File: src/rtl/binary_median_stream.sv
// binary_median_stream: streaming KxK binary median filter with line buffers,
// interior-pixel coordinates and a frame-end wake-up decision.
// Optional macro MEDIAN_BYPASS_EN adds a bypass port that emits the centre pixel.
module binary_median_stream #(
    parameter int LINE_LEN  = 180,
    parameter int NUM_LINES = 240,
    parameter int K         = 3,
    parameter int CNT_W     = 13
) (
    input  logic                         clk,
    input  logic                         reset,
    input  logic                         start,
    input  logic [CNT_W-1:0]             threshold,
`ifdef MEDIAN_BYPASS_EN
    input  logic                         bypass,
`endif
    input  logic                         pixValid,
    input  logic                         pixIn,
    output logic                         pixReady,
    output logic                         medValid,
    output logic                         medData,
    output logic [$clog2(NUM_LINES)-1:0] medX,
    output logic [$clog2(LINE_LEN)-1:0]  medY,
    output logic [CNT_W-1:0]             activeCount,
    output logic                         frameDone,
    output logic                         wakeUp
);

    localparam int XW  = $clog2(NUM_LINES);
    localparam int YW  = $clog2(LINE_LEN);
    localparam int R   = (K - 1) / 2;
    localparam int NW  = K * K;
    localparam int PW  = $clog2(NW + 1);
    localparam int MAJ = (NW + 1) / 2;

    localparam logic [XW-1:0] X_LAST = XW'(NUM_LINES - 1);
    localparam logic [YW-1:0] Y_LAST = YW'(LINE_LEN - 1);
    localparam logic [XW-1:0] X_MIN  = XW'(K - 1);
    localparam logic [YW-1:0] Y_MIN  = YW'(K - 1);
    localparam logic [XW-1:0] X_OFF  = XW'(R);
    localparam logic [YW-1:0] Y_OFF  = YW'(R);
    localparam logic [PW-1:0] P_MAJ  = PW'(MAJ);

    localparam logic [1:0] S_IDLE = 2'd0;
    localparam logic [1:0] S_RUN  = 2'd1;
    localparam logic [1:0] S_DONE = 2'd2;

    // control and bookkeeping state
    logic [1:0]       r_state;
    logic [XW-1:0]    r_x;
    logic [YW-1:0]    r_y;
    logic [CNT_W-1:0] r_thresh;
    logic [CNT_W-1:0] r_count;
    logic             r_wakeUp;
    logic             r_frameDone;

    // registered output pixel
    logic             r_medValid;
    logic             r_medData;
    logic [XW-1:0]    r_medX;
    logic [YW-1:0]    r_medY;

    // pixel storage: previous K-1 lines and previous K-1 window columns
    logic [LINE_LEN-1:0] r_line [K-1];
    logic [K-2:0]        r_win  [K];

    // datapath wires
    logic          w_accept;
    logic          w_startAcc;
    logic          w_lastPix;
    logic          w_interior;
    logic          w_emit;
    logic [K-1:0]  w_col;
    logic [K-1:0]  w_win_nx [K];
    logic [PW-1:0] w_ones;
    logic          w_major;
    logic          w_bit;

`ifdef MEDIAN_BYPASS_EN
    logic          r_bypass;
    logic          w_centre;
`endif

    assign pixReady    = (r_state == S_RUN);
    assign w_accept    = pixValid && pixReady;
    assign w_startAcc  = (r_state == S_IDLE) && start;
    assign w_lastPix   = (r_x == X_LAST) && (r_y == Y_LAST);
    assign w_interior  = (r_x >= X_MIN) && (r_y >= Y_MIN);
    assign w_emit      = w_accept && w_interior;

    assign medValid    = r_medValid;
    assign medData     = r_medData;
    assign medX        = r_medX;
    assign medY        = r_medY;
    assign activeCount = r_count;
    assign frameDone   = r_frameDone;
    assign wakeUp      = r_wakeUp;

    // frame sequencing: idle until start, run one frame, one done cycle
    always_ff @(posedge clk or negedge reset) begin
        if (!reset) begin
            r_state <= S_IDLE;
        end else begin
            case (r_state)
                S_IDLE:  if (start) r_state <= S_RUN;
                S_RUN:   if (w_accept && w_lastPix) r_state <= S_DONE;
                S_DONE:  r_state <= S_IDLE;
                default: r_state <= S_IDLE;
            endcase
        end
    end

    // per-frame configuration captured on an accepted start
    always_ff @(posedge clk or negedge reset) begin
        if (!reset) begin
            r_thresh <= '0;
        end else if (w_startAcc) begin
            r_thresh <= threshold;
        end
    end

`ifdef MEDIAN_BYPASS_EN
    // bypass mode is fixed for the whole frame
    always_ff @(posedge clk or negedge reset) begin
        if (!reset) begin
            r_bypass <= 1'b0;
        end else if (w_startAcc) begin
            r_bypass <= bypass;
        end
    end
`endif

    // raster position of the next pixel to be accepted
    always_ff @(posedge clk or negedge reset) begin
        if (!reset) begin
            r_x <= '0;
            r_y <= '0;
        end else if (w_startAcc) begin
            r_x <= '0;
            r_y <= '0;
        end else if (w_accept) begin
            if (r_y == Y_LAST) begin
                r_y <= '0;
                r_x <= (r_x == X_LAST) ? '0 : r_x + 1'b1;
            end else begin
                r_y <= r_y + 1'b1;
            end
        end
    end

    // the new window column: incoming pixel plus the same column of older lines
    always_comb begin
        w_col    = '0;
        w_col[0] = pixIn;
        for (int i = 1; i < K; i++) begin
            w_col[i] = r_line[i-1][LINE_LEN-1];
        end
    end

    // line buffers form one long shift chain; contents are never reset
    always_ff @(posedge clk) begin
        if (w_accept) begin
            r_line[0] <= {r_line[0][LINE_LEN-2:0], pixIn};
            for (int i = 1; i < K - 1; i++) begin
                r_line[i] <= {r_line[i][LINE_LEN-2:0], r_line[i-1][LINE_LEN-1]};
            end
        end
    end

    // full window as seen by the accepted pixel: stored columns plus new one
    always_comb begin
        for (int r = 0; r < K; r++) begin
            w_win_nx[r] = {r_win[r], w_col[r]};
        end
    end

    // keep the newest K-1 columns for the next pixel
    always_ff @(posedge clk) begin
        if (w_accept) begin
            for (int r = 0; r < K; r++) begin
                r_win[r] <= w_win_nx[r][K-2:0];
            end
        end
    end

    // popcount of the window and majority decision
    always_comb begin
        w_ones = '0;
        for (int r = 0; r < K; r++) begin
            for (int c = 0; c < K; c++) begin
                w_ones = w_ones + PW'(w_win_nx[r][c]);
            end
        end
        w_major = (w_ones >= P_MAJ);
    end

`ifdef MEDIAN_BYPASS_EN
    assign w_centre = w_win_nx[R][R];
    assign w_bit    = r_bypass ? w_centre : w_major;
`else
    assign w_bit    = w_major;
`endif

    // register the filtered pixel and its centre coordinates
    always_ff @(posedge clk or negedge reset) begin
        if (!reset) begin
            r_medValid <= 1'b0;
            r_medData  <= 1'b0;
            r_medX     <= '0;
            r_medY     <= '0;
        end else begin
            r_medValid <= w_emit;
            if (w_emit) begin
                r_medData <= w_bit;
                r_medX    <= r_x - X_OFF;
                r_medY    <= r_y - Y_OFF;
            end
        end
    end

    // saturating count of emitted ones in the current frame
    always_ff @(posedge clk or negedge reset) begin
        if (!reset) begin
            r_count <= '0;
        end else if (w_startAcc) begin
            r_count <= '0;
        end else if (w_emit && w_bit && (r_count != '1)) begin
            r_count <= r_count + 1'b1;
        end
    end

    // frame-end pulse and wake-up decision, held until the next start
    always_ff @(posedge clk or negedge reset) begin
        if (!reset) begin
            r_frameDone <= 1'b0;
            r_wakeUp    <= 1'b0;
        end else begin
            r_frameDone <= (r_state == S_DONE);
            if (w_startAcc) begin
                r_wakeUp <= 1'b0;
            end else if (r_state == S_DONE) begin
                r_wakeUp <= (r_count > r_thresh);
            end
        end
    end

endmodule

File: config.mk
export PLATFORM = sky130hd
export DESIGN_NAME = binary_median_stream
export DESIGN_NICKNAME = d
export VERILOG_FILES = /design/src/rtl/binary_median_stream.sv
export SDC_FILE = /design/constraint.sdc
export NUM_CORES = 1
export LEC_CHECK = 0
export CAP_MARGIN = 30
export CORE_ASPECT_RATIO = 1.4
export CORE_UTILIZATION = 50
export CTS_CLUSTER_DIAMETER = 80
export DETAILED_ROUTE_END_ITERATION = 7
export PLACE_DENSITY = 0.71
export SETUP_SLACK_MARGIN = 0.15
export SYNTH_ARGS = -nofsm -noshare
export SYNTH_HDL_FRONTEND = slang
export SYNTH_SLANG_ARGS = --single-unit
File: constraint.sdc
create_clock -name clk -period 7.6 [get_ports clk]
set_input_delay 1.52 -clock clk [delete_from_list [all_inputs] [get_ports clk]]
set_output_delay 1.52 -clock clk [all_outputs]
set_load 0.03 [all_outputs]
# --- Yosys cells after proc, flatten, opt, wreduce, memory -nomap -nowiden ---
# Memories as Yosys holds them, arrays and structs flattened.
# Index checks and enable logic that the tools add are counted.
word_totals:
  register_bits: 64
  latchBits: 0
  mem_bits_rw: 366
  mem_bits_ro: 0
  inputBits: 18
  output_inout_bits: 34
  wordCells: 68
  mem_count: 2
op_classes:
  add_sub_neg: 13
  multipliers: 0
  div_mod_pow: 0
  n_lt_le_gt_ge: 4
  n_eq_ne: 7
  n_shift: 0
  n_mux: 16
  bitwise_logic: 0
  reduce_logical: 15
mem_list:
  columns: ["memory", "words", "word_bits", "rd", "rd_clocked_by_memory_dff", "write_ports", "line", "text"]
  rows:
  - ["r_line", 2, 180, 2, 0, 2, "64", "logic [LINE_LEN-1:0] r_line [K-1];"]
  - ["r_win", 3, 2, 3, 0, 3, "65", "logic [K-2:0] r_win [K];"]
op_table:
  columns: ["cell", "n"]
  rows:
  - ["$mux W8", 7]
  - ["$mux W13", 2]
  - ["$add A4 B1 Y4", 5]
  - ["$add A8 B1 Y8 const B", 2]
  - ["$eq A8 B8 Y1 const B", 2]
  - ["$ge A8 B2 Y1 const B", 2]
  - ["$sub A8 B1 Y8 const B", 2]
  - ["$add A13 B1 Y13 const B", 1]
  - ["$gt A13 B13 Y1", 1]
  - ["$ne A13 B13 Y1 const B", 1]
  - ["$logic_and A1 B1 Y1", 8]
  - ["$reduce_bool A2 Y1", 4]
  - ["$add A3 B1 Y4", 1]
  - ["$ge A4 B3 Y1 const B", 1]
  - ["$mux W1", 4]
  - ["$mux W2", 2]
  - ["$pmux W2 S2", 1]
  - ["$reduce_and A2 Y1", 2]
  - ["$add A2 B1 Y3", 1]
  - ["$add A1 B1 Y2", 1]
  - ["$eq A2 B1 Y1 const B", 1]
  - ["$eq A2 B2 Y1 const B", 1]
  - ["$logic_not A2 Y1", 1]
  - ["$ne A2 B1 Y1 const B", 1]
  - ["$ne A2 B2 Y1 const B", 1]

# --- Longest topological paths before layout ---
# Gate-level depths: netlist (run 1).
depth:
  word_depth: 13
  depth_mapped: 15
  ltp_nobuf: 14

# --- Worst setup path before layout (run 1) ---
# OpenSTA, ideal clock, no wires.
synth_path:
  path_type: "in2reg"
  start: "input port pixValid"
  end: "register r_x[4]"
  setup_time_ps: 139
  arrival_time_ps: 7419
  t_required_ps: 7461
  setup_slack_ps: 42
  path_stages: 6
  path_buffers: 1
  cell_sequence: "nand3b_2 -> inv_1 -> buf_2 -> nand2_1 -> o211ai_1 -> o31ai_1"
synth_between:
  elab_chain_len: 3
synth_rtl:
  columns: ["element", "line", "text"]
  rows:
  - ["start: declaration", "17", "input logic pixValid,"]
  - ["$logic_and A1 B1 Y1", "85", "assign w_accept = pixValid && pixReady;"]
  - ["via w_accept", "68", "logic w_accept;"]
  - ["$reduce_bool A2 Y1 (no source line)", null, null]
  - ["$reduce_and A2 Y1 (no source line)", null, null]
  - ["end signal: assignment", "144", "r_x <= (r_x == X_LAST) ? '0 : r_x + 1'b1;"]
  - ["end: declaration", "50", "logic [XW-1:0] r_x;"]
# The timed path passes the listed nets, and every way through them passes these cells.
# A chain may end at the register's enable or synchronous reset.

# --- Final worst setup path (run 1) ---
layout_path:
  start: "input port pixIn"
  end: "register r_count[11], in the netlist activeCount[11]"
layout_between:
  elab_chain_len: 12
layout_rtl:
  columns: ["element", "line", "text"]
  rows:
  - ["start: declaration", "18", "input logic pixIn,"]
  - ["$add A1 B1 Y2", "191", "w_ones = w_ones + PW'(w_win_nx[r][c]);"]
  - ["$add A2 B1 Y3", "191", null]
  - ["$add A3 B1 Y4", "191", null]
  - ["$add A4 B1 Y4 (5 in a row)", "191", null]
  - ["$ge A4 B3 Y1", "194", "w_major = (w_ones >= P_MAJ);"]
  - ["$logic_and A1 B1 Y1 (2 in a row)", "227", "end else if (w_emit && w_bit && (r_count != '1)) begin"]
  - ["$reduce_bool A2 Y1 (no source line)", null, null]
  - ["end signal: assignment", "228", "r_count <= r_count + 1'b1;"]
  - ["end: declaration", "53", "logic [CNT_W-1:0] r_count;"]
# Every way passes these cells.

==> flow_summary.ini, run 1 <==
[status]
status = finished clean

[setup_path]
slowest_delay_ps = 550
cp_cell_sequence = clkdlybuf4s50_1 -> inv_1 -> fa_1 -> fa_1 -> fa_1 -> inv_1 -> fa_1 -> inv_1 -> fa_1 -> nand2b_1 -> a221oi_1 -> nor3_2 -> nand3_2 -> or3_1 -> a21oi_1
cp_slowest_cell = fa_1
startpoint_type = input pin
worstPathArrival_ps = 5790
critPathMaxFanout = 7
worst_ep_required_time_ps = 8040
end_kind = flip-flop
worst-setup-path-type = in -> reg
cpMostUsedCell = fa_1

[global_routing]
antenna_found_initial = 0
grt_pass1_vias = 6157
grtUsageTotal = 0.1445
grt_overflow_total = 0
grt_first_pass_wirelength_um = 33380
grt_max_degree = 158

[clocking]
holdBufCountCts = 0
root_buffer = clkbuf_16
cts_tree = done
htreeDepth = 2
numCtsBuffers = 38
post_cts_buffers = 0
clk_latency_ps = 520
path_clk_slew_ps = 60
clock_path_buffers = 3
ctsResizeCount = 0
cts.sinks = 426

[synthesis]
synth_area_um2 = 14490
synthCells = 756
syn_avg_cell_area_um2 = 19.16
ys_ff_latch = 426
synthFlopType = edfxtp_1
async_flop_share = 0.1502
yosys-top-cells-area = edfxtp_1 75%, dfrtp_1 11%, ha_1 1.9%, o21ai_0 1.3%, nand2_1 1.3%
synth_top_area_cell = edfxtp_1
yosysSeqAreaShare = 0.8609
ys_types = 51
synth_top_area_frac = 0.7504
synth_enable_flop_cells = 362
syn-num-nets = 801
ys_warn_count = 0

[floorplanning]
num_io_pins = 52
placementRows = 73
dieArea_um2 = 29670
fp.dieW_um = 145.9
core-area_um2 = 28410
die-height_um = 203.4
start_util = 0.5100

[finish]
nets = 880
area_growth_pct = 15.16
final_cell_area_um2 = 16680
seq_area_um2 = 12470
layout_commonest_cell = edfxtp_1
drive_above_1_share = 0.08912
n_antenna_cell = 0
mostFrequentLayoutCells = 362 x edfxtp_1, 64 x dfrtp_1, 50 x nand2_1, 50 x clkdlybuf4s50_1, 39 x clkbuf_16
n_fill_cell = 2032
multi_input_area_um2 = 1785

[drt]
drt_iter0_markers = 450
vias_per_cell = 5.033
ant_nets = 0
firstDrtPassIters = 4
drc_errors = 0
wl_per_cell_um = 16.40
postRouteWirelength_um = 20320
vias = 6236

[place]
post-place-ws_ps = 1704
io_buffers = 51
hpwlAfterDp_um = 10520
gp_congestion = 0.8014
placed_area_um2 = 15440

[power_and_ir_drop]
ir_drop_mv = 0.1378
p_leak_nw = 5.123
p_per_area_nw_per_um2 = 285.0

[timing]
tns_ps = 0
relSlewSlack = 0.3853
setup_viol = 0
setup_slack_ps = 2254
tightest_slew_ps = 922.1
period_minus_slack_ps = 5346
hold_viol_final = 0
worst_hold_slack_ps = 413.7
rsz0062_at_grt = false
fmax_mhz = 187.0
finalCritPeriodShare = 0.7035
slew_violations = 0
fin_worst_skew_ps = 7.031

[job]
cap_violations = 0

[min_path]
hold_path_class = reg -> reg
[cell usage after synthesis, drive strengths merged, types with 2 or more instances]
cell type,n
a21oi,17
fa,5
nor3b,2
and2,3
a41oi,2
inv,36
edfxtp,362
nor2b,5
nand2b,4
xor2,12
or3,3
nor3,8
a21o,2
dfrtp,64
nand2,50
a31o,2
o211ai,2
nor4,4
clkbuf,10
a211oi,3
a31oi,3
nand3,15
nand3b,2
and3,8
ha,22
xnor2,8
buf,9
nand4,8
o21ai,38
mux2i,3
nor2,32
[flip-flops by register name (all words and copies together) (netlist names)]
name and flops:
medValid 1, activeCount 13, frameDone 1, r_win 6, r_y 8, r_state 2
medData 1, wakeUp 1, r_thresh 13, r_line 356, medY 8, medX 8
r_x 8
[report_power, final]
group / internal [W] / total, W / switching, W
combinational: 0.0000824 / 0.000242 / 0.000160
clock: 0.00106 / 0.00186 / 0.000800
sequential: 0.00261 / 0.00265 / 0.0000440
[kinds of logic after synthesis]
| kind of cell | count (synthesis) | share of synthesized area |
|---|---|---|
| flip-flops | 426 | 0.8609 |
| AND/OR/NAND/NOR | 148 | 0.05079 |
| AO/OA/AOI/OAI | 77 | 0.03239 |
| buffers and inverters | 55 | 0.01581 |
| adder cells (fa/ha/maj) | 27 | 0.02591 |
| XOR/XNOR | 20 | 0.01209 |
| multiplexers | 3 | 0.002073 |
[final cells by class]
class | count | area share
multi-input cells | 275 | 0.1070
clock inverters | 24 | 0.01245
well taps | 375 | 0.02813
inverters | 36 | 0.008700
flip-flops and latches | 426 | 0.7476
repair buffers | 58 | 0.03563
clock buffers | 45 | 0.06045
[worst max-delay path, delay by kind of cell]
kind / cells / cell delay (ps)
AND/OR/NAND/NOR: 4 / 1080
buffers and inverters: 4 / 690
AO/OA/AOI/OAI: 2 / 250
adder cells (fa/ha/maj): 5 / 2240
[path summary, 6_finish.rpt]
| path | startpoint | to | slack, ps | cells after the start |
|---|---|---|---|---|
| worst min register to register | r_line[0][155] | r_line[0][156] | 410 | 0 |
| worst max register to register | r_win[0][0] | activeCount[11] | 3420 | 14 |
| max in group asynchronous | reset | activeCount[8] | 5890 | 2 |
| worst max-delay path | pixIn | activeCount[11] | 2250 | 15 |
| worst min-delay path | r_line[0][155] | r_line[0][156] | 410 | 0 |
| min in group asynchronous | reset | r_x[3] | 1190 | 2 |
[through the flow]
| stage | cells | util | power (W) |
|---|---|---|---|
| after floorplan | 756 | - | 0.002888 |
| after global placement | 1168 | 0.5431 | 0.002938 |
| after detailed placement | 1169 | 0.5435 | 0.002948 |
| after CTS | 1238 | 0.5863 | 0.004814 |
| after global routing | 1239 | 0.5873 | 0.004942 |
| final | 1239 | 0.5873 | 0.004754 |
[per-layer routing]
metal | wire (um) | GRT usage | vias up | part of all wire
met5 | 0 | 0 | - | 0
met4 | 506 | 0.05677 | 0 | 0.025
met3 | 795 | 0.02819 | 35 | 0.039
met2 | 9171 | 0.2100 | 130 | 0.45
met1 | 9850 | 0.2172 | 3087 | 0.48
li1 | - | - | 2984 | -
No activity file was read; power rests on OpenSTA's default activity.
==> inputs of run 2 (changes only) <==
==> constraint.sdc (replaced) <==
create_clock -name clk -period 5 [get_ports clk]
set_input_delay 1 -clock clk [delete_from_list [all_inputs] [get_ports clk]]
set_output_delay 1 -clock clk [all_outputs]
set_load 0.03 [all_outputs]
==> flow_summary.ini, run 2 (synthesis results as in run 1) <==
[floorplanning]
fp.dieW_um = 145.9
dieArea_um2 = 29670
die-height_um = 203.4
placementRows = 73
num_io_pins = 52
start_util = 0.5100
core-area_um2 = 28410

[timing]
period_minus_slack_ps = 4621
tns_ps = 0
setup_slack_ps = 378.8
worst_hold_slack_ps = 413.7
relSlewSlack = 0.5008
hold_viol_final = 0
tightest_slew_ps = 748.7
slew_violations = 0
finalCritPeriodShare = 0.9242
fmax_mhz = 216.4
setup_viol = 0
rsz0062_at_grt = false
fin_worst_skew_ps = 19.11

[finish]
nets = 884
final_cell_area_um2 = 16640
area_growth_pct = 14.84
n_antenna_cell = 0
layout_commonest_cell = edfxtp_1
n_fill_cell = 2013
drive_above_1_share = 0.08997
mostFrequentLayoutCells = 362 x edfxtp_1, 64 x dfrtp_1, 50 x nand2_1, 50 x clkdlybuf4s50_1, 39 x clkbuf_16
largest_reg_flops = 356
finalNonFillerCells = 1242
regMostFlops = r_line

[setup_path]
cp_slowest_cell = fa_1
worst_ep_required_time_ps = 5440
end_kind = flip-flop
cp_cell_sequence = clkdlybuf4s50_1 -> inv_1 -> fa_1 -> fa_1 -> fa_1 -> inv_1 -> fa_1 -> inv_1 -> fa_1 -> nand2b_1 -> a221oi_1 -> nor3_2 -> buf_4 -> nand3_2 -> or3_1 -> a21oi_1
critPathMaxFanout = 5
slowest_delay_ps = 550
reg2reg_depth = 15
worstPathArrival_ps = 5060
worst-setup-path-type = in -> reg
cpMostUsedCell = fa_1
startpoint_type = input pin

[clocking]
holdBufCountCts = 0
ctsResizeCount = 0
clock_path_buffers = 3
root_buffer = clkbuf_16
path_clk_slew_ps = 60
htreeDepth = 2
cts_tree = done
clk_latency_ps = 520
numCtsBuffers = 38
post_cts_buffers = 0
cts.sinks = 426

[global_routing]
grt_pass1_vias = 6280
grtUsageTotal = 0.1494
grt_first_pass_wirelength_um = 34380
grt_max_degree = 102
grt_overflow_total = 0
antenna_found_initial = 0

[drt]
drc_errors = 0
vias_per_cell = 5.152
vias = 6399
wl_per_cell_um = 17.04
drt_iter0_markers = 577
ant_nets = 0
firstDrtPassIters = 4
postRouteWirelength_um = 21160

[power_and_ir_drop]
p_per_area_nw_per_um2 = 428.9
p_leak_nw = 5.105
ir_drop_mv = 0.2857

[job]
cap_violations = 0

[status]
status = finished clean

[min_path]
hold_path_class = reg -> reg
holdPathStages = 0

[place]
post-place-cells = 1174
hpwlAfterDp_um = 10940
post-place-ws_ps = -130.2
placed_area_um2 = 15480
gp_congestion = 0.8481
io_buffers = 51
run 2: final cells by class:
cell class	count	area, um2	area share
clock buffers	48	1020	0.06130
clock inverters	20	131.4	0.007897
inverters	36	145.1	0.008724
multi-input cells	275	1785	0.1073
flip-flops and latches	426	12470	0.7497
well taps	375	469.2	0.02820
repair buffers	62	613.1	0.03685
run 2: power breakdown:
group | internal, W | switching [W]
Sequential | 0.00397 | 0.0000673
Combinational | 0.000130 | 0.000250
Clock | 0.00150 | 0.00122
Total | 0.00560 | 0.00154
run 2: path summary, 6_finish.rpt:
path / start / end / slack (ps)
max reg2reg: r_win[0][0] / activeCount[9] / 1020
max in group asynchronous: reset / medY[0] / 3550
min reg2reg: r_line[0][216] / r_line[0][217] / 410
min in group asynchronous: reset / r_thresh[4] / 550
max: pixIn / activeCount[9] / 380
min: r_line[0][216] / r_line[0][217] / 410
run 2: through the flow:
stage          total power, W  utilization
2_1_floorplan        0.004383            -
4_1_cts              0.007226       0.5856
5_1_grt              0.007410       0.5856
6_report             0.007135       0.5856
3_3_place_gp         0.004473       0.5451
3_5_place_dp         0.004491       0.5451
run 2: critical path: cells and delay by family:
family / cells / cell delay [ps]
compound gates: 2 / 270
fa+ha+maj: 5 / 2240
buf+inv: 5 / 820
simple gates: 4 / 720
run 2: layer usage:
metal	GRT usage	wire length, um	share of wire
met5	0	0	0
met4	0.06278	649	0.031
met3	0.02752	766	0.036
met2	0.2139	9413	0.44
met1	0.2267	10330	0.49
==> inputs of run 3 (changes only) <==
--- a/config.mk
+++ b/config.mk
@@ -7,10 +7,10 @@
 export LEC_CHECK = 0
 export CAP_MARGIN = 30
 export CORE_ASPECT_RATIO = 1.4
-export CORE_UTILIZATION = 50
+export CORE_UTILIZATION = 55
 export CTS_CLUSTER_DIAMETER = 80
 export DETAILED_ROUTE_END_ITERATION = 7
-export PLACE_DENSITY = 0.71
+export PLACE_DENSITY = 0.77
 export SETUP_SLACK_MARGIN = 0.15
 export SYNTH_ARGS = -nofsm -noshare
 export SYNTH_HDL_FRONTEND = slang
==> constraint.sdc (replaced) <==
create_clock -name clk -period 5 [get_ports clk]
set_input_delay 1 -clock clk [delete_from_list [all_inputs] [get_ports clk]]
set_output_delay 1 -clock clk [all_outputs]
set_load 0.01 [all_outputs]
==> flow_summary.ini, run 3 (synthesis results as in run 1) <==
[status]
status = finished with violations
violations = design-rule violations

[floorplanning]
die-height_um = 194.0
fp.dieW_um = 139.2
dieArea_um2 = 27000
placementRows = 69
num_io_pins = 52
start_util = 0.5650
core-area_um2 = 25640

[setup_path]
worst-setup-path-type = in -> reg
r2r_slack_ps = 1030
cp_cell_sequence = clkdlybuf4s50_1 -> inv_1 -> fa_1 -> fa_1 -> fa_1 -> inv_1 -> fa_1 -> inv_1 -> fa_1 -> nand2b_1 -> a21oi_1 -> nor3_2 -> and2_1 -> nand4_1 -> mux2i_1
timing.rr.start = r_win[0][0]
end_kind = flip-flop
worst_ep_required_time_ps = 5400
worstPathArrival_ps = 5000
startpoint_type = input pin
slowest_delay_ps = 550
crit_family = adder cells
r2r-end = activeCount[6]
cpMostUsedCell = fa_1
reg2reg_depth = 14
worst-path-buf-inv = 4
startpoint = pixIn
critPathMaxFanout = 4
cp_slowest_cell = fa_1

[job]
cap_violations = 0

[place]
gp_congestion = 0.7635
placed_area_um2 = 15420
io_buffers = 51
hpwlAfterDp_um = 11340

[drt]
drc_errors = 1
vias_per_cell = 5.414
wl_per_cell_um = 18.13
firstDrtPassIters = 6
drt_iter0_markers = 536
ant_nets = 0
vias = 6421
postRouteWirelength_um = 21510

[min_path]
holdPathStages = 0
hold_start = r_line[0][319]
hold_path_class = reg -> reg
hold-path-endpoint = r_line[0][320]

[timing]
fin_worst_skew_ps = 14.91
slew_violations = 0
fmax_mhz = 217.3
finalCritPeriodShare = 0.9205
tns_ps = 0
tightest_slew_ps = 648.8
rsz0062_at_grt = false
setup_viol = 0
period_minus_slack_ps = 4602
worst_hold_slack_ps = 405.7
relSlewSlack = 0.5675
hold_viol_final = 0

[clocking]
numCtsBuffers = 39
cts.sinks = 426
cts_tree = done
htreeDepth = 2
path_clk_slew_ps = 70
root_buffer = clkbuf_16
ctsResizeCount = 0
post_cts_buffers = 0
clock_path_buffers = 3
clk_latency_ps = 530
holdBufCountCts = 0

[finish]
area_growth_pct = 15.77
n_antenna_cell = 0
nets = 884
final_cell_area_um2 = 16770
drive_above_1_share = 0.09343
layout_commonest_cell = edfxtp_1
regMostFlops = r_line
largest_reg_flops = 356
mostFrequentLayoutCells = 362 x edfxtp_1, 64 x dfrtp_1, 50 x nand2_1, 50 x clkdlybuf4s50_1, 41 x clkbuf_16
final_util = 0.6541

[power_and_ir_drop]
clkPwrFrac = 0.415
combPwrFrac = 0.050
p_per_area_nw_per_um2 = 448.7
ir_drop_mv = 0.3251
p_leak_nw = 5.205
power_switching_w = 0.001563
p_seq_frac = 0.536
internal_power_w = 0.005962
swShare = 0.2077

[global_routing]
grt_pass1_vias = 6473
grtUsageTotal = 0.1677
grt_max_degree = 111
grt_first_pass_wirelength_um = 34850
antenna_found_initial = 0
grt_overflow_total = 0
[run 3: cell types whose count changed in the layout (fill, tap and decap cells not counted), sizes merged]
cell / change
buf: -1
bufinv: +6
clkbuf: -1
clkinv: -2
clkinvlp: -2
[run 3: final cells by class]
cell class / count / area, um2
Clock buffer: 47 / 1049
Clock inverter: 22 / 302.8
Fill cell: 1678 / 8870
Inverter: 36 / 145.1
Multi-Input combinational cell: 275 / 1785
Sequential cell: 426 / 12470
Tap cell: 319 / 399.1
Timing Repair Buffer: 61 / 618.1
[run 3: worst max-delay path by stage]
stage / to / slack [ps] / cells past startpoint
after floorplan: activeCount[9] / 440 / 14
after global placement: activeCount[6] / -60 / 15
after detailed placement: activeCount[11] / -140 / 15
after CTS: activeCount[6] / 380 / 15
after global routing: activeCount[9] / 160 / 16
final: activeCount[6] / 400 / 15
[run 3: stage by stage]
stage	instances	total power [W]	setup slack, ps
floorplan	756	0.004380	438.5
global placement	1116	0.004465	-60.33
detailed placement	1117	0.004485	-141.8
CTS	1186	0.007605	383.5
global route	1186	0.007802	164.1
finish	1186	0.007525	397.7
[run 3: metal layers]
metal  GRT usage  vias up  share of wire
li1            -     2983              -
met5           0        -              0
met4     0.05926        0          0.025
met3     0.03507       42          0.046
met2      0.2456      158           0.44
met1      0.2528     3238           0.49
[run 3: power groups by stage]
stage / clock, W / combinational (W) / sequential [W]
after floorplan: 0 / 0.000299 / 0.00408
after global placement: 0 / 0.000364 / 0.00410
after detailed placement: 0 / 0.000379 / 0.00411
after CTS: 0.00319 / 0.000380 / 0.00403
after global routing: 0.00333 / 0.000433 / 0.00404
final: 0.00312 / 0.000373 / 0.00403
==> variant: new RTL, config.mk and constraints of run 3 <==
Build with the macro `MEDIAN_BYPASS_EN` defined.
--- a/src/rtl/binary_median_stream.sv
+++ b/src/rtl/binary_median_stream.sv
@@ -1,6 +1,8 @@
 // binary_median_stream: streaming KxK binary median filter with line buffers,
 // interior-pixel coordinates and a frame-end wake-up decision.
 // Optional macro MEDIAN_BYPASS_EN adds a bypass port that emits the centre pixel.
+`define MEDIAN_BYPASS_EN
+
 module binary_median_stream #(
     parameter int LINE_LEN  = 180,
     parameter int NUM_LINES = 240,
Interface: changed (added bypass); port bits go from 52 to 53. The function was not compared with the original's and may differ.
==> variant against run 3 <==
  * Area after synthesis is 0.79% higher
  * Total power is 7.6% lower
  * Fmax is 1.4% lower
  * Setup slack got worse by 0.065 ns
  * Wire length is 0.38% lower
  * Sequential cell count increased by 1
  * Cell area shrank 0.42%
  * Via count is essentially flat
  * First-iteration DRC count fell by 19%
  * Critical endpoint is now activeCount[7]
  * Largest power group unchanged
  * Highest routed layer unchanged
==> variant: results (changes against run 3) <==
outcome - finished clean (was complete, but fails checks)
DRT met1 WL - 10.3 mm (was 10.5 mm)
vias in the first global route - 6304 (was 6473)
DR top layer - met4 (unchanged)
Vias - 6425 (was 6421)
Post-Syn Nets - 814 (was 801)
Slowest Stage Delay on Critical Path - 0.57 ns (was 0.55 ns)
port bufs - 52 (was 51)
Clock Tree Buf Depth - 3 (unchanged)
CP delay by family, top - adder cells (unchanged)
post-DP HPWL - 11.2 mm (was 11.3 mm)
reg-to-reg endpoint - activeCount[7] (was activeCount[6])
largest net degree at the start of global routing - 151 (was 111)
total track usage - 0.167 (was 0.168)
R2R Setup Slk - 0.93 ns (was 1.03 ns)
number of synthesized flops with an enable pin - 362 (unchanged)
top cells by count, synth - 362 x edfxtp_1, 65 x dfrtp_1, 60 x nand2_1 (was 362 x edfxtp_1, 64 x dfrtp_1, 50 x nand2_1)
M3 GR Usage - 0.0424 (was 0.0351)
RD Place Congestion - 0.882 (was 0.764)
worst hold path endpoint - r_line[0][99] (was r_line[0][320])
# nets final - 891 (was 884)
Hold WS - 0.412 ns (was 0.406 ns)
FF-to-FF Start - r_win[0][2] (was r_win[0][0])
Yosys Warn Count - 0 (unchanged)
CP max-delay cell - fa_1 (unchanged)
reg2reg path depth - 15 (was 14)
diode count - 0 (unchanged)
global-route wire length before repair - 34.7 mm (was 34.9 mm)
layout cells sized above 1 - 0.0839 (was 0.0934)
dpl cells - 1128 (was 1117)
wire length on met2 - 9.49 mm (was 9.48 mm)
Post-CTS Setup Bufs - 0 (unchanged)
Initial DRC Count - 432 (was 536)
met2 Track Usage GR - 0.237 (was 0.246)
htree depth - 2 (unchanged)
routed len/inst - 17.9 um (was 18.1 um)
clk slew on worst S/H paths - 0.06 ns
First-pass DRT Iterations - 5 (was 6)
Area after DPL - 15500 um2 (was 15400 um2)
Synth area leaders - edfxtp_1 74%, dfrtp_1 11%, ha_1 1.9% (was edfxtp_1 75%, dfrtp_1 11%, ha_1 1.9%)
CTS Root Buffer Type - clkbuf_16 (unchanged)
Synth async-reset ratio - 0.152 (was 0.150)
WP data arrival - 5.06 ns (was 5.00 ns)
post-synthesis sequential area ratio - 0.856 (was 0.861)
Static Leak - 5.30 nW (was 5.21 nW)
Critical Path Fanout Max - 5 (was 4)
Distinct cells, synth - 51 (unchanged)
final setup skew - 0.0133 ns (was 0.0149 ns)
Max IR drop VDD - 0.267 mV (was 0.325 mV)
syn_area_per_cell - 19.0 um2 (was 19.2 um2)
WL met3 - 1.22 mm (was 991 um)
relative slew slack - 0.444 (was 0.567)
hold_sp - r_line[0][98] (was r_line[0][319])
Final Slew Violations - 0 (unchanged)
GR Layer Usage met1 - 0.254 (was 0.253)
Finished Layout Cells - 1194 (was 1186)
-- variant: worst max-delay path by stage --
| stage | slack, ns | end | from | cells past startpoint |
|---|---|---|---|---|
| floorplan | 0.38 | r_y[5] | pixValid | 6 |
| global placement | -0.12 | activeCount[11] | pixIn | 16 |
| detailed placement | -0.20 | activeCount[11] | pixIn | 16 |
| CTS | 0.32 | activeCount[10] | pixIn | 16 |
| global route | 0.16 | activeCount[7] | pixIn | 16 |
| finish | 0.33 | activeCount[7] | pixIn | 16 |
-- variant: through the flow --
step                       util  setup slack [ns]
final                     0.640             0.333
after global routing      0.640             0.158
after CTS                 0.640             0.315
after detailed placement  0.594            -0.202
after global placement    0.594            -0.123
after floorplan               -             0.379
-- variant: layout make-up --
type	count	area, um2
Timing Repair Buffer	59	606
Fill cell	1750	9400
Tap cell	324	405
Multi-Input combinational cell	284	1860
Clock inverter	21	153
Inverter	34	135
Sequential cell	427	12500
Clock buffer	45	1040
-- variant: logic make-up (layout without fill, tap and decap cells) --
group           after synthesis  in the layout  synth area share
fa+ha+maj                    27             27            0.0257
simple gates                157            157            0.0567
flops                       427            427             0.856
buf+inv                      57            159            0.0169
xor+xnor                     20             20            0.0120
mux                           6              6           0.00411
compound gates               74             74            0.0287
-- variant: report_power, final --
| part | switching, W | total (W) | leakage, nW | internal [W] |
|---|---|---|---|---|
| logic | 0.000134 | 0.000213 | 1.30 | 0.0000788 |
| registers | 0.0000553 | 0.00395 | 3.42 | 0.00390 |
| clock network | 0.00120 | 0.00279 | 0.582 | 0.00159 |
-- variant: timing repair --
action,in CTS,in global routing
setup endpoints to repair,0,1
hold buffers,0,0
gates resized for setup,0,1
